**config.mk**
```make
export PLATFORM = sky130hd
export DESIGN_NAME = seq_det_ctrl
export DESIGN_NICKNAME = d
export VERILOG_FILES = /design/src/rtl/seq_det_pkg.sv /design/src/rtl/seq_det_match.sv /design/src/rtl/seq_det_ctrl.sv
export SDC_FILE = /design/constraint.sdc
export NUM_CORES = 1
export LEC_CHECK = 0
export CORE_ASPECT_RATIO = 2
export CORE_UTILIZATION = 45
export CTS_BUF_LIST = sky130_fd_sc_hd__clkbuf_16
export CTS_CLUSTER_SIZE = 16
export DETAILED_ROUTE_END_ITERATION = 10
export PLACE_DENSITY = 0.69
export SLEW_MARGIN = 0
export SYNTH_ARGS = -nofsm -noshare
export SYNTH_HDL_FRONTEND = slang
export SYNTH_SLANG_ARGS = --single-unit
```
**constraint.sdc**
```tcl
create_clock -name clk -period 2.49 [get_ports clk]
set_input_delay 0.249 -clock clk [delete_from_list [all_inputs] [get_ports clk]]
set_output_delay 0.249 -clock clk [all_outputs]
set_load 0.005 [all_outputs]
```
**src/rtl/seq_det_pkg.sv**
```systemverilog
`default_nettype none
// ============================================================================
// Module      : seq_det_pkg
// Description : Shared types, constants and helpers for the programmable
//               bit-serial sequence detector (seq_det_ctrl / seq_det_match).
// Revision    : 1.0 - initial release
// ============================================================================
package seq_det_pkg;

  // Controller state: detection disarmed (IDLE) or armed (RUN)
  typedef enum logic [0:0] {
    ST_IDLE = 1'b0,
    ST_RUN  = 1'b1
  } state_t;

  // Default maximum pattern length in bits
  localparam int unsigned C_MAX_LEN_DEF = 8;

  // Width of a pattern-length field able to hold the value MAX_LEN itself
  localparam int unsigned C_LEN_W_DEF = $clog2(C_MAX_LEN_DEF) + 1;

  // A pattern length is usable when it spans at least two bits and fits
  // inside the pattern register.
  function automatic logic len_legal(input int unsigned len,
                                     input int unsigned max_len);
    return (len >= 2) && (len <= max_len);
  endfunction

endpackage
`default_nettype wire

```
**src/rtl/seq_det_match.sv**
```systemverilog
`default_nettype none
// ============================================================================
// Module      : seq_det_match
// Description : History shift register, fill counter and variable-length
//               comparator. Produces a combinational (Mealy) match flag for
//               the bit currently presented on `in`.
// Revision    : 1.0 - initial release
// ============================================================================
module seq_det_match
  import seq_det_pkg::*;
#(
  parameter int unsigned MAX_LEN = C_MAX_LEN_DEF,
  parameter int unsigned LEN_W   = $clog2(MAX_LEN) + 1
) (
  input  logic               clk,
  input  logic               arstn,
  input  logic               clr,
  input  logic               en,
  input  logic               in,
  input  logic [LEN_W-1:0]   len,
  input  logic [MAX_LEN-1:0] pattern,
  input  logic               overlap,
  output logic               match
);

  logic [MAX_LEN-2:0] r_hist;
  logic [LEN_W-1:0]   r_fill;
  logic [MAX_LEN-1:0] w_window;
  logic [MAX_LEN-1:0] w_mask;
  logic               w_primed;
  logic               w_equal;

  // The newest bit sits at position 0, so the window lines up with the
  // pattern layout where bit [len-1] is the first bit received.
  assign w_window = {r_hist, in};

  // Only the low `len` bits of the window take part in the compare
  for (genvar i = 0; i < MAX_LEN; i++) begin : g_mask
    assign w_mask[i] = (len > LEN_W'(i));
  end

  // Enough earlier bits are present when fill + current bit covers len
  assign w_primed = ((LEN_W + 1)'(r_fill) + (LEN_W + 1)'(1)) >= (LEN_W + 1)'(len);
  assign w_equal  = (((w_window ^ pattern) & w_mask) == '0);
  assign match    = en & w_primed & w_equal;

  // History shifts on every qualified bit; fill saturates at len and
  // restarts after a non-overlapping match so used bits cannot be reused.
  always_ff @(posedge clk or negedge arstn) begin
    if (!arstn) begin
      r_hist <= '0;
      r_fill <= '0;
    end else if (clr) begin
      r_hist <= '0;
      r_fill <= '0;
    end else if (en) begin
      r_hist <= w_window[MAX_LEN-2:0];
      if (match && !overlap) begin
        r_fill <= '0;
      end else if (r_fill < len) begin
        r_fill <= r_fill + LEN_W'(1);
      end
    end
  end

endmodule
`default_nettype wire

```
**src/rtl/seq_det_ctrl.sv**
```systemverilog
`default_nettype none
// ============================================================================
// Module      : seq_det_ctrl
// Description : Programmable controller around a bit-serial Mealy sequence
//               detector: config handshake with length checking, arm/disarm
//               FSM and saturating match counter.
// Revision    : 1.0 - initial release
// ============================================================================
module seq_det_ctrl
  import seq_det_pkg::*;
#(
  parameter int unsigned MAX_LEN = C_MAX_LEN_DEF,
  parameter int unsigned CNT_W   = 8
) (
  input  logic                     clk,
  input  logic                     arstn,
  input  logic                     cfg_valid,
  output logic                     cfg_ready,
  input  logic [MAX_LEN-1:0]       cfg_pattern,
  input  logic [$clog2(MAX_LEN):0] cfg_len,
  input  logic                     cfg_overlap,
  output logic                     cfg_err,
  input  logic                     start,
  input  logic                     stop,
  input  logic                     in,
  input  logic                     in_valid,
  output logic                     out,
  output logic                     busy,
  output logic [CNT_W-1:0]         match_cnt,
  output logic                     cnt_sat
);

  localparam int unsigned      LEN_W     = $clog2(MAX_LEN) + 1;
  localparam logic [CNT_W-1:0] C_CNT_MAX = '1;

  state_t               r_state;
  state_t               w_state_nxt;
  logic                 w_arm;
  logic                 w_xfer;
  logic                 w_len_ok;
  logic                 w_match;

  logic [MAX_LEN-1:0]   r_pattern;
  logic [LEN_W-1:0]     r_len;
  logic                 r_overlap;
  logic                 r_loaded;
  logic                 r_cfg_err;
  logic [CNT_W-1:0]     r_cnt;
  logic                 r_sat;

  assign w_xfer   = cfg_valid & cfg_ready;
  assign w_len_ok = len_legal(32'(cfg_len), MAX_LEN);

  // State register
  always_ff @(posedge clk or negedge arstn) begin
    if (!arstn) begin
      r_state <= ST_IDLE;
    end else begin
      r_state <= w_state_nxt;
    end
  end

  // Next state and state-decoded outputs. A config offer in IDLE takes
  // priority over start, whether or not that config turns out legal.
  always_comb begin
    w_state_nxt = r_state;
    w_arm       = 1'b0;
    cfg_ready   = 1'b0;
    busy        = 1'b0;
    case (r_state)
      ST_IDLE: begin
        cfg_ready = 1'b1;
        if (start && !cfg_valid && r_loaded) begin
          w_state_nxt = ST_RUN;
          w_arm       = 1'b1;
        end
      end
      ST_RUN: begin
        busy = 1'b1;
        if (stop) begin
          w_state_nxt = ST_IDLE;
        end
      end
      default: begin
        w_state_nxt = ST_IDLE;
      end
    endcase
  end

  // Config registers: a legal transfer overwrites them, an illegal one
  // leaves them alone and raises a one-cycle error pulse.
  always_ff @(posedge clk or negedge arstn) begin
    if (!arstn) begin
      r_pattern <= '0;
      r_len     <= '0;
      r_overlap <= 1'b0;
      r_loaded  <= 1'b0;
      r_cfg_err <= 1'b0;
    end else begin
      r_cfg_err <= w_xfer & ~w_len_ok;
      if (w_xfer && w_len_ok) begin
        r_pattern <= cfg_pattern;
        r_len     <= cfg_len;
        r_overlap <= cfg_overlap;
        r_loaded  <= 1'b1;
      end
    end
  end

  seq_det_match #(
    .MAX_LEN (MAX_LEN),
    .LEN_W   (LEN_W)
  ) u_match (
    .clk     (clk),
    .arstn   (arstn),
    .clr     (w_arm),
    .en      (busy & in_valid),
    .in      (in),
    .len     (r_len),
    .pattern (r_pattern),
    .overlap (r_overlap),
    .match   (w_match)
  );

  // Saturating match counter with sticky saturation flag, both cleared on arm
  always_ff @(posedge clk or negedge arstn) begin
    if (!arstn) begin
      r_cnt <= '0;
      r_sat <= 1'b0;
    end else if (w_arm) begin
      r_cnt <= '0;
      r_sat <= 1'b0;
    end else if (w_match && (r_cnt != C_CNT_MAX)) begin
      r_cnt <= r_cnt + CNT_W'(1);
      if ((r_cnt + CNT_W'(1)) == C_CNT_MAX) begin
        r_sat <= 1'b1;
      end
    end
  end

  assign out       = w_match;
  assign cfg_err   = r_cfg_err;
  assign match_cnt = r_cnt;
  assign cnt_sat   = r_sat;

endmodule
`default_nettype wire

```
==> results of run 1 <==
-- layer usage --
layer | GRT usage [%] | up-vias | part of all wire [%]
met4 | 9.45 | 0 | 2.0
met1 | 23.5 | 833 | 37
met3 | 2.82 | 8 | 1.7
met2 | 45.0 | 27 | 59
met5 | 0 | - | 0
li1 | - | 860 | -
-- what timing repair did --
item,in CTS,in global routing
gates resized for setup,7,0
cloned,0,0
pin swaps,4,2
setup buffers,2,3
endpoints found under the setup margin,1,1
endpoints found under the hold margin,0,0
-- cell families (layout without fill, tap and decap cells) --
kind of cell | count (synthesis) | count (layout)
adder cells (fa/ha/maj) | 11 | 11
multiplexers | 14 | 14
buffers and inverters | 13 | 72
AND/OR/NAND/NOR | 74 | 74
XOR/XNOR | 11 | 11
AO/OA/AOI/OAI | 51 | 51
flip-flops | 36 | 36
-- power groups by stage --
stage	sequential (mW)	combinational [mW]	clock [mW]
final	0.753	0.624	0.578
after global routing	0.761	0.705	0.613
after CTS	0.754	0.605	0.595
after detailed placement	0.764	0.565	0
after global placement	0.759	0.561	0
after floorplan	0.748	0.347	0
-- worst max-delay path by stage --
| stage | startpoint | end | slack [ns] | cells past startpoint |
|---|---|---|---|---|
| finish | u_match.r_fill[0] | out | 0.04 | 8 |
| global route | r_len[0] | out | -0.06 | 6 |
| CTS | u_match.r_fill[1] | out | 0.02 | 8 |
| detailed placement | u_match.r_fill[0] | out | -0.13 | 8 |
| global placement | u_match.r_fill[0] | out | -0.08 | 8 |
| floorplan | u_match.r_fill[0] | match_cnt[3] | 0.25 | 8 |
-- placed cells by master, fill, tap and decap left out, types with 2 or more instances in the layout --
cell type,n
dfrtp_1,36
clkdlybuf4s50_1,31
nand2_1,30
buf_4,26
o21ai_0,21
mux2_2,12
nor2_1,10
ha_1,10
xor2_1,7
a21oi_1,7
inv_1,6
nor2b_1,6
and3_1,6
clkbuf_16,5
nand3_1,4
xnor2_1,4
o21a_1,4
nor3_1,4
a211oi_1,2
o21ai_1,2
a31oi_1,2
a211o_1,2
a21o_1,2
nor4_1,2
and2_1,2
o221a_2,2
nor2_2,2
a21bo_2,2
mux2i_1,2
nand3b_1,2
clkinv_1,2
-- critical path: cells and delay by family (launching register included) --
family / cells / cell delay (ns)
compound gates: 2 / 0.26
xor+xnor: 1 / 0.14
fa+ha+maj: 2 / 0.50
buf+inv: 2 / 0.15
flops: 1 / 0.40
simple gates: 1 / 0.49
-- Yosys cell counts, types with 6 or more instances --
cell type and number:
dfrtp_1 36, o21ai_0 22, mux2_2 12, inv_1 7, and3_1 6, xor2_1 7
ha_1 11, a21oi_1 7, nor2b_1 6, nand2_1 30, nor2_1 10
-- layout make-up --
type	count	area, um2	area share (%)
multi-input combinational	161	1100	40.2
clock buffer	5	125	4.57
clock inverter	2	7.51	0.274
tap	54	67.6	2.47
sequential	36	901	32.9
timing repair buffer	58	510	18.6
inverter	7	26.3	0.959
-- state kept, by name (all words and copies together), names as in the netlist --
name	count
cfg_err	1
cnt_sat	1
match_cnt	8
r_len	4
r_loaded	1
r_overlap	1
r_pattern	8
r_state	1
u_match.r_fill	4
u_match.r_hist	7
==> summary.txt, run 1 <==
Run status
  – Status: finished, final reports clean

Pwr
  – Total Power: 1.96 mW
  – Seq pwr share: 38.5%
  – Sw Ratio: 29.6%
  – Leakage: ~1.3 nW
  – Switch Pwr: 0.580 mW
  – Clock group share of total power: approximately 30%
  – Power Density: 714 nW/um2
  – P_int: around 1.4 mW
  – Gate power share: a little under a third
  – Worst VDD drop: between 0.6 and 0.7 mV

Floorplanning
  – Die W: between 40 and 50 um
  – Starting Density: ~47%
  – I/O Pins: 33
  – Std cell rows: 34
  – Die Height: just under 100 um
  – DIE AREA: 4860 um2
  – Core ar.: 4380 um2

Logic synthesis
  – Synth Area in Adders: 6.69%
  – Most used flip-flop cell after synthesis: dfrtp_1
  – Main combinational cell family by area after synthesis: simple AND/OR/NAND/NOR gates
  – Warnings, synthesis: 0
  – Mapped Area: around 2100 um2
  – Post-Synthesis Cells: 210
  – Mux share of post-synthesis cell area: 7.54%
  – Synth Area per Inst: slightly below 10 um2
  – Largest cells by area after synthesis: dfrtp_1 44%, ha_1 6.7%, mux2_2 6.6%
  – Post-Synth Simple-Gate Area: a little under a fifth
  – Post-Synth XOR/XNOR Area: about 4.7%
  – Mapped Nets: 241
  – Complex-gate fraction of the synthesized area: ~16%
  – Synth top area share: a little over two fifths
  – Register bit total from synthesis: 36
  – Post-synth EDFFs: 0
  – Sequential area share after synthesis: 43.8%
  – Area leader, netlist: dfrtp_1
  – Fraction of registers with async set or reset after synthesis: 100%
  – Synth cell types: between 40 and 50

Layout
  – Fill cells: 377
  – Non-filler cells, final: 323
  – Fin util: 62.5%
  – Synth-to-Final Area Change: 33.1%
  – Final nets: 300
  – Layout cells sized above 1: 21.6%
  – Final cell area excluding filler cells: around 2700 um2
  – Ant diodes: 0

CTS
  – CTS Hold Buffers Added: 0
  – Root Buffer: clkbuf_16
  – CTS tree: yes
  – Reg clk slew, reported paths: about 0.06 ns
  – # clock sinks: 36
  – Htree depth: 2
  – Worst-Skew Late Latency: approximately 0.28 ns
  – CTS buffer count: 5
  – Clock Tree Buf Depth: 2

Critical path
  – CP Max Fanout: 3
  – Flop-to-flop setup slack: 0.17 ns
  – R2R depth: 10
  – Crit path largest cell delay: 0.49 ns
  – CP max-delay cell: or4b_4
  – Worst r2r dst: match_cnt[3]
  – Worst r2r src: u_match.r_fill[0]
  – Arr. time, crit path: roughly 2.2 ns
  – Critical path capture point type: output pin
  – Crit-path cells: ha_2, xor2_1, ha_1, o21ai_1, o21a_1, or4b_4, inv_2, buf_2
  – Startpoint Class: flop
  – CP Class: reg2out
  – Data required, critical path: 2.24 ns

STA
  – Worst Skew: roughly 0.0067 ns
  – Worst Setup Slack, final: between 0.03 and 0.04 ns
  – Setup TNS: 0 ns
  – Endpoints failing hold: 0
  – Rel. slew slack: around 64%
  – Tcrit/Tclk final: between 90 and 100%
  – Unrepaired setup endpoints after global routing: yes
  – Fin Hold WS: roughly 0.40 ns
  – Final setup fails: 0
  – Slew Limit Fails: 0
  – Slew of the pin with the lowest slew margin: between 0.5 and 0.6 ns
  – Fmax: roughly 410 MHz
  – Final critical-path required period: roughly 2.5 ns

Route
  – WL final: 4.98 mm
  – DRC: 0
  – Drt wl/cell: around 15 um
  – DRT Pass-1 Iters: 4
  – DRT iter0 DRCs: 40
  – Total number of vias: approximately 1700
  – Routed vias/inst: 5.35
  – Routed Antenna Nets: 0

Place
  – Placed cells: between 300 and 400
  – DP Wirelength: about 3.7 mm
  – Cell Area, Placed: 2570 um2
  – Pre-CTS WS: -0.126 ns
  – IO buf count: 32
  – Placer Congestion: approximately 0.84

Min path
  – HP Class: in2async

Global routing
  – Pin count of the biggest net entering global routing: 37
  – Initial antenna violation count: 0
  – Number of global-route vias before repair: approximately 1800
  – First-pass GRT wire length: between 8 and 9 mm
  – Gr ovfl total: 0
  – All-layer global routing usage: 23.2%

Run
  – Max_cap viols: 0
(Power assumes the default switching activity.)
==> run 2, diff against run 1 <==
--- a/config.mk
+++ b/config.mk
@@ -10,7 +10,7 @@
 export CTS_BUF_LIST = sky130_fd_sc_hd__clkbuf_16
 export CTS_CLUSTER_SIZE = 16
 export DETAILED_ROUTE_END_ITERATION = 10
-export PLACE_DENSITY = 0.69
+export PLACE_DENSITY = 0.72
 export SLEW_MARGIN = 0
 export SYNTH_ARGS = -nofsm -noshare
 export SYNTH_HDL_FRONTEND = slang
==> constraint.sdc (replaced) <==
create_clock -name clk -period 2.1 [get_ports clk]
set_input_delay 0.21 -clock clk [delete_from_list [all_inputs] [get_ports clk]]
set_output_delay 0.21 -clock clk [all_outputs]
set_load 0.005 [all_outputs]
==> run 2 against run 1 <==
Effect of this change:
- the flow now finishes with violations (setup timing)
- flip-flop and latch count unchanged
- non-clock buffer count up 17
- critical path depth is the same
- cell area increased by 7.1%
- worst hold slack worse by 0.039 ns
- critical path type unchanged
- largest cell class unchanged
- largest power group unchanged
==> summary.txt, run 2 (same netlist as run 1, synthesis figures left out) <==
Run status
  – Status: finished with violations
  – Failing checks: setup timing

Pwr
  – Leakage: 1.38 nW (+9.1%)
  – Worst VDD drop: 0.788 mV (+30%)
  – Switch Pwr: 0.708 mW (+22%)
  – Gate power share: 31.6% (-0.3 points)
  – Power Density: 848 nW/um2 (+19%)
  – Clock group share of total power: 33.0% (+3.4 points)
  – Sw Ratio: 28.4% (-1.2 points)
  – Seq pwr share: 35.4% (-3.1 points)
  – P_int: 1.78 mW (+29%)

Critical path
  – Critical path depth: 8 (unchanged)
  – Worst r2r src: u_match.r_fill[0]
  – Flop-to-flop setup slack: -0.28 ns (-0.45 ns)
  – Startpoint Class: flop
  – CP Max Fanout: 3 (unchanged)
  – CP delay by family, top: simple AND/OR/NAND/NOR gates
  – CP bufs+invs: 2 (unchanged)
  – Worst setup startpoint: u_match.r_fill[0]
  – Worst r2r dst: match_cnt[3]
  – Data required, critical path: 1.89 ns (-0.35 ns)
  – Crit path capture: out
  – CP Class: reg2out
  – Critical path capture point type: output pin
  – Arr. time, crit path: 2.21 ns (about the same)
  – R2R depth: 10 (unchanged)
  – Crit path largest cell delay: 0.49 ns (about the same)
  – Crit-path cells: ha_2, xor2_1, ha_1, o21ai_1, o21a_1, or4b_4, inv_1, buf_2
  – CP max-delay cell: or4b_4

STA
  – Rel. slew slack: 67.5% (+3.2 points)
  – Tcrit/Tclk final: 115%
  – Endpoints failing hold: 0 (unchanged)
  – Worst Skew: 0.00584 ns (-0.000857 ns)
  – Fmax: between 400 and 500 MHz
  – Final setup fails: 7 (+7)
  – Unrepaired setup endpoints after global routing: yes
  – Worst Setup Slack, final: -0.317 ns (-0.354 ns)
  – Slew of the pin with the lowest slew margin: 0.487 ns (-0.0442 ns)
  – Slew Limit Fails: 0 (unchanged)
  – Final critical-path required period: between 2 and 2.5 ns

Min path
  – HP Class: in2async

Global routing
  – All-layer global routing usage: 23.4% (+0.22 points)
  – Gr ovfl total: 0 (unchanged)
  – Initial antenna violation count: 0 (unchanged)
  – Pin count of the biggest net entering global routing: 37 (unchanged)
  – Number of global-route vias before repair: 1928 (+6.8%)
  – First-pass GRT wire length: 8.54 mm (+1.9%)

CTS
  – Htree depth: 2 (unchanged)
  – Clock Tree Buf Depth: 2 (unchanged)
  – CTS Hold Buffers Added: 0 (unchanged)
  – Worst-Skew Late Latency: 0.28 ns (about the same)
  – CTS tree: yes
  – CTS buffer count: 5 (unchanged)
  – Root Buffer: clkbuf_16
  – Reg clk slew, reported paths: 0.06 ns (about the same)
  – # clock sinks: 36 (unchanged)

Place
  – Placer Congestion: 0.789 (-6.1%)
  – Cell Area, Placed: 2730 um2 (+5.9%)
  – DP Wirelength: 3.99 mm (+7.2%)
  – IO buf count: 32 (unchanged)

Route
  – Routed Antenna Nets: 0 (unchanged)
  – Total number of vias: 1851 (+7.1%)
  – DRT iter0 DRCs: 26 (-35%)
  – Routed vias/inst: 5.43 (+1.5%)
  – Drt wl/cell: 15.1 um (-2.1%)
  – DRC: 0 (unchanged)
  – WL final: 5.15 mm (+3.4%)
  – DRT Pass-1 Iters: 4 (unchanged)

Layout
  – Final cell area excluding filler cells: 2930 um2 (+7.1%)
  – Ant diodes: 0 (unchanged)
  – Synth-to-Final Area Change: 42.6%
  – Most frequent cells in the layout: 41 x buf_4, 36 x dfrtp_1, 31 x clkdlybuf4s50_1, 30 x nand2_1, 21 x o21ai_0
  – Layout cells sized above 1: 27.5% (+6.0 points)
  – Final nets: 317 (+5.7%)
  – Fin util: 67.0% (+4.4 points)
  – Commonest non-fill, non-tap cell in the layout: buf_4

Floorplanning
  – Std cell rows: 34 (unchanged)
  – Core ar.: 4380 um2 (unchanged)
  – Starting Density: 47.0% (unchanged)
  – Die W: 49.8 um (unchanged)
  – Die Height: 97.6 um (unchanged)
  – DIE AREA: 4860 um2 (unchanged)
  – I/O Pins: 33 (unchanged)

Run
  – Max_cap viols: 0 (unchanged)
[run 2: per-layer routing]
layer / vias up / share of wire, % / track usage, % / wire length, um
li1: 898 / - / - / -
met1: 896 / 36 / 21.7 / 1830
met2: 43 / 59 / 46.2 / 3030
met3: 14 / 2.2 / 3.60 / 114
met4: 0 / 3.4 / 11.4 / 174
met5: - / 0 / 0 / 0
[run 2: final cells by class]
cell class                      instances  area (um2)
Fill cell                             357        1450
Clock buffer                            5         125
Inverter                                7        26.3
Tap cell                               54        67.6
Clock inverter                          3        38.8
Timing Repair Buffer                   75         646
Multi-Input combinational cell        161        1130
Sequential cell                        36         901
[run 2: how the worst min path moves through the flow]
stage,endpoint,slack [ns],cells past startpoint
after floorplan,cfg_err,-0.09,0
after global placement,r_loaded,0.47,1
after detailed placement,r_loaded,0.49,1
after CTS,match_cnt[1],0.37,2
after global routing,match_cnt[1],0.42,2
final,match_cnt[1],0.36,2
[run 2: repair_timing]
action	4_1_cts	5_1_grt
gates resized for setup	11	1
buffers inserted	1	2
setup endpoints to repair	9	11
pin swaps	7	2
[run 2: metrics by stage]
step	setup WS (ns)	setup TNS, ns	power (mW)	std cells	hold slack, ns
2_1_floorplan	-0.0373	-0.126	1.30	210	-0.0856
3_3_place_gp	-0.361	-0.986	1.63	331	0.472
3_5_place_dp	-0.371	-1.05	1.65	331	0.485
4_1_cts	-0.298	-0.966	2.50	339	0.372
5_1_grt	-0.377	-2.61	2.62	341	0.422
6_report	-0.317	-1.83	2.49	341	0.359
[run 2: power groups by stage]
stage,logic [mW],clock network (mW),registers [mW]
finish,0.786,0.821,0.881
floorplan,0.414,0,0.888
global route,0.868,0.856,0.894
global placement,0.748,0,0.881
CTS,0.783,0.833,0.880
detailed placement,0.762,0,0.890
==> run 3, diff against run 2 <==
--- a/config.mk
+++ b/config.mk
@@ -10,7 +10,8 @@
 export CTS_BUF_LIST = sky130_fd_sc_hd__clkbuf_16
 export CTS_CLUSTER_SIZE = 16
 export DETAILED_ROUTE_END_ITERATION = 10
-export PLACE_DENSITY = 0.72
+export DONT_BUFFER_PORTS = 1
+export GPL_TIMING_DRIVEN = 0
 export SLEW_MARGIN = 0
 export SYNTH_ARGS = -nofsm -noshare
 export SYNTH_HDL_FRONTEND = slang
==> run 3 against run 2 <==
Effect of this change:
- the run still ends with setup timing left
- register-to-register slack gained 0.03 ns
- non-clock buffer count shrank 56
- first-iteration DRC count grew 140%
- worst hold slack lost 0.32 ns
- routed wire length shrank 4.5%
- count of clock-buffer cells in the layout is the same
- clock power grew 0.5%
- die area is the same
==> summary.txt, run 3 (same netlist as run 1, synthesis figures left out) <==
Place
  – Placed cells: 264 (-20%)
  – Placer Congestion: 0.784 (-0.71%)
  – DP Wirelength: 3.63 mm (-8.9%)
  – IO buf count: 0 (-100%)
  – Pre-CTS WS: -0.264 ns (+0.107 ns)

STA
  – Rel. slew slack: 61.5% (-6.0 points)
  – Final critical-path required period: 2.38 ns (-0.0353 ns)
  – Endpoints failing hold: 0 (unchanged)
  – Slew of the pin with the lowest slew margin: 0.573 ns (+0.0857 ns)
  – Setup TNS: -1.68 ns (+0.147 ns)
  – Worst Setup Slack, final: -0.282 ns (+0.0353 ns)
  – Slew Limit Fails: 0 (unchanged)
  – Fmax: 420 MHz (+1.5%)
  – Tcrit/Tclk final: 113% (-1.7 points)
  – Worst Skew: 0.00443 ns (-0.00141 ns)
  – Unrepaired setup endpoints after global routing: yes
  – Final setup fails: 11 (+4)

Critical path
  – Arr. time, crit path: 2.17 ns (-0.04 ns)
  – R2R depth: 9 (-1)
  – Worst r2r dst: match_cnt[3]
  – CP delay by family, top: adder cells
  – Critical path depth: 7 (-1)
  – CP max-delay cell: or4b_4
  – Worst r2r src: u_match.r_fill[0]
  – Critical path capture point type: output pin
  – Crit-path cells: ha_2, xor2_2, ha_1, o21ai_1, o21a_2, or4b_4, inv_2
  – CP Max Fanout: 4 (+1)
  – Data required, critical path: 1.89 ns (about the same)
  – Crit path capture: out
  – CP bufs+invs: 1 (-1)
  – Worst setup startpoint: u_match.r_fill[0]
  – CP Class: reg2out
  – Flop-to-flop setup slack: -0.25 ns (+0.03 ns)
  – Crit path largest cell delay: 0.50 ns (about the same)
  – Startpoint Class: flop

Layout
  – Ant diodes: 0 (unchanged)
  – Layout cells sized above 1: 24.2% (-3.3 points)
  – Non-filler cells, final: 285 (-16%)
  – Synth-to-Final Area Change: 19.5%
  – Commonest non-fill, non-tap cell in the layout: dfrtp_1
  – Final nets: 261 (-18%)
  – Fin util: 56.1% (-11 points)
  – Most frequent cells in the layout: 31 x dfrtp_1, 30 x nand2_1, 20 x o21ai_0, 11 x mux2_2, 11 x buf_4
  – Fill cells: 375 (+5.0%)

Floorplanning
  – I/O Pins: 33 (unchanged)
  – DIE AREA: 4860 um2 (unchanged)
  – Die Height: 97.6 um (unchanged)
  – Starting Density: 47.0% (unchanged)
  – Std cell rows: 34 (unchanged)
  – Die W: 49.8 um (unchanged)
  – Core ar.: 4380 um2 (unchanged)

Pwr
  – Power Density: 970 nW/um2 (+14%)
  – Worst VDD drop: 0.686 mV (-13%)
  – Gate power share: 26.9% (-4.7 points)
  – P_int: 1.68 mW (-5.6%)
  – Leakage: 1.12 nW (-19%)
  – Clock group share of total power: 34.6% (+1.6 points)
  – Sw Ratio: 29.5% (+1.1 points)
  – Switch Pwr: 0.704 mW (-0.48%)
  – Seq pwr share: 38.5% (+3.1 points)

CTS
  – CTS buffer count: 5 (unchanged)
  – Reg clk slew, reported paths: 0.05 ns (about the same)
  – # clock sinks: 36 (unchanged)
  – Clock Tree Buf Depth: 2 (unchanged)
  – Htree depth: 2 (unchanged)
  – Root Buffer: clkbuf_16
  – CTS tree: yes
  – Worst-Skew Late Latency: 0.28 ns (about the same)

Route
  – Total number of vias: 1672 (-9.7%)
  – DRC: 0 (unchanged)
  – DRT Pass-1 Iters: 4 (unchanged)
  – DRT iter0 DRCs: 63 (+140%)
  – Drt wl/cell: 17.3 um (+14%)
  – Routed vias/inst: 5.87 (+8.1%)
  – Routed Antenna Nets: 0 (unchanged)
  – WL final: 4.92 mm (-4.5%)

Global routing
  – First-pass GRT wire length: 8.45 mm (-1.1%)
  – Pin count of the biggest net entering global routing: 37 (unchanged)
  – All-layer global routing usage: 23.4% (-0.069 points)
  – Initial antenna violation count: 0 (unchanged)
  – Gr ovfl total: 0 (unchanged)
  – Number of global-route vias before repair: 1768 (-8.3%)

Min path
  – HP Class: in2reg

Run
  – Max_cap viols: 0 (unchanged)

Run status
  – Failing checks: setup timing
  – Status: finished with violations
-- run 3: cell count changes in the layout (fill, tap and decap cells not counted), sizes merged --
cell           delta
clkbuf            +3
dlygate4sd3       +1
buf              -29
clkdlybuf4s50    -31
-- run 3: metal layers --
layer	vias to the layer above	part of all wire, %	track usage, %
li1	784	-	-
met1	814	35	23.4
met2	60	57	42.4
met3	14	4.7	5.32
met4	0	3.8	12.7
met5	-	0	0
-- run 3: what timing repair did --
item | 4_1_cts | 5_1_grt
pin swaps | 8 | 5
setup buffers | 13 | 0
gates resized for setup | 12 | 7
endpoints found under the setup margin | 11 | 19
hold buffers | 2 | 0
hold endpoints to repair | 36 | 0
-- run 3: metrics by stage --
step | total power, mW | area, um2 | hold slack, ns
floorplan | 1.30 | 2060 | -0.0856
global placement | 1.41 | 2130 | -0.0848
detailed placement | 1.44 | 2130 | -0.0848
CTS | 2.40 | 2440 | 0.0461
global route | 2.53 | 2460 | 0.0502
finish | 2.39 | 2460 | 0.0422
-- run 3: area by class of cell --
| type | count | area, um2 | area share, % |
|---|---|---|---|
| plain buffers | 4 | 16.3 | 0.662 |
| clock buffers | 5 | 125 | 5.09 |
| clock inverters | 3 | 38.8 | 1.58 |
| inverters | 7 | 26.3 | 1.07 |
| multi-input cells | 161 | 1140 | 46.5 |
| flip-flops and latches | 36 | 907 | 36.9 |
| well taps | 54 | 67.6 | 2.75 |
| repair buffers | 15 | 135 | 5.50 |
-- run 3: worst min path at each step --
stage                     start           end  slack (ns)  depth (start not counted)
after floorplan           arstn       cfg_err       -0.09                          0
after global placement    arstn  match_cnt[1]       -0.08                          0
after detailed placement  arstn  match_cnt[0]       -0.08                          0
after CTS                  stop       r_state        0.05                          1
after global routing       stop       r_state        0.05                          1
final                      stop       r_state        0.04                          1
-- run 3: power by group through the flow --
stage	combinational [mW]	clock [mW]	sequential, mW
detailed placement	0.521	0	0.920
global placement	0.495	0	0.911
floorplan	0.414	0	0.888
CTS	0.640	0.840	0.916
finish	0.642	0.825	0.920
global route	0.729	0.869	0.936
-- run 3: worst register-to-register path, stage by stage, from the launching register on --
cell     delay, ns
dfrtp_1       0.41
ha_2          0.23
xor2_2        0.15
ha_1          0.28
o21ai_1       0.05
o21a_2        0.20
or4b_4        0.50
buf_4         0.18
nor3b_2       0.16
a221o_2       0.13
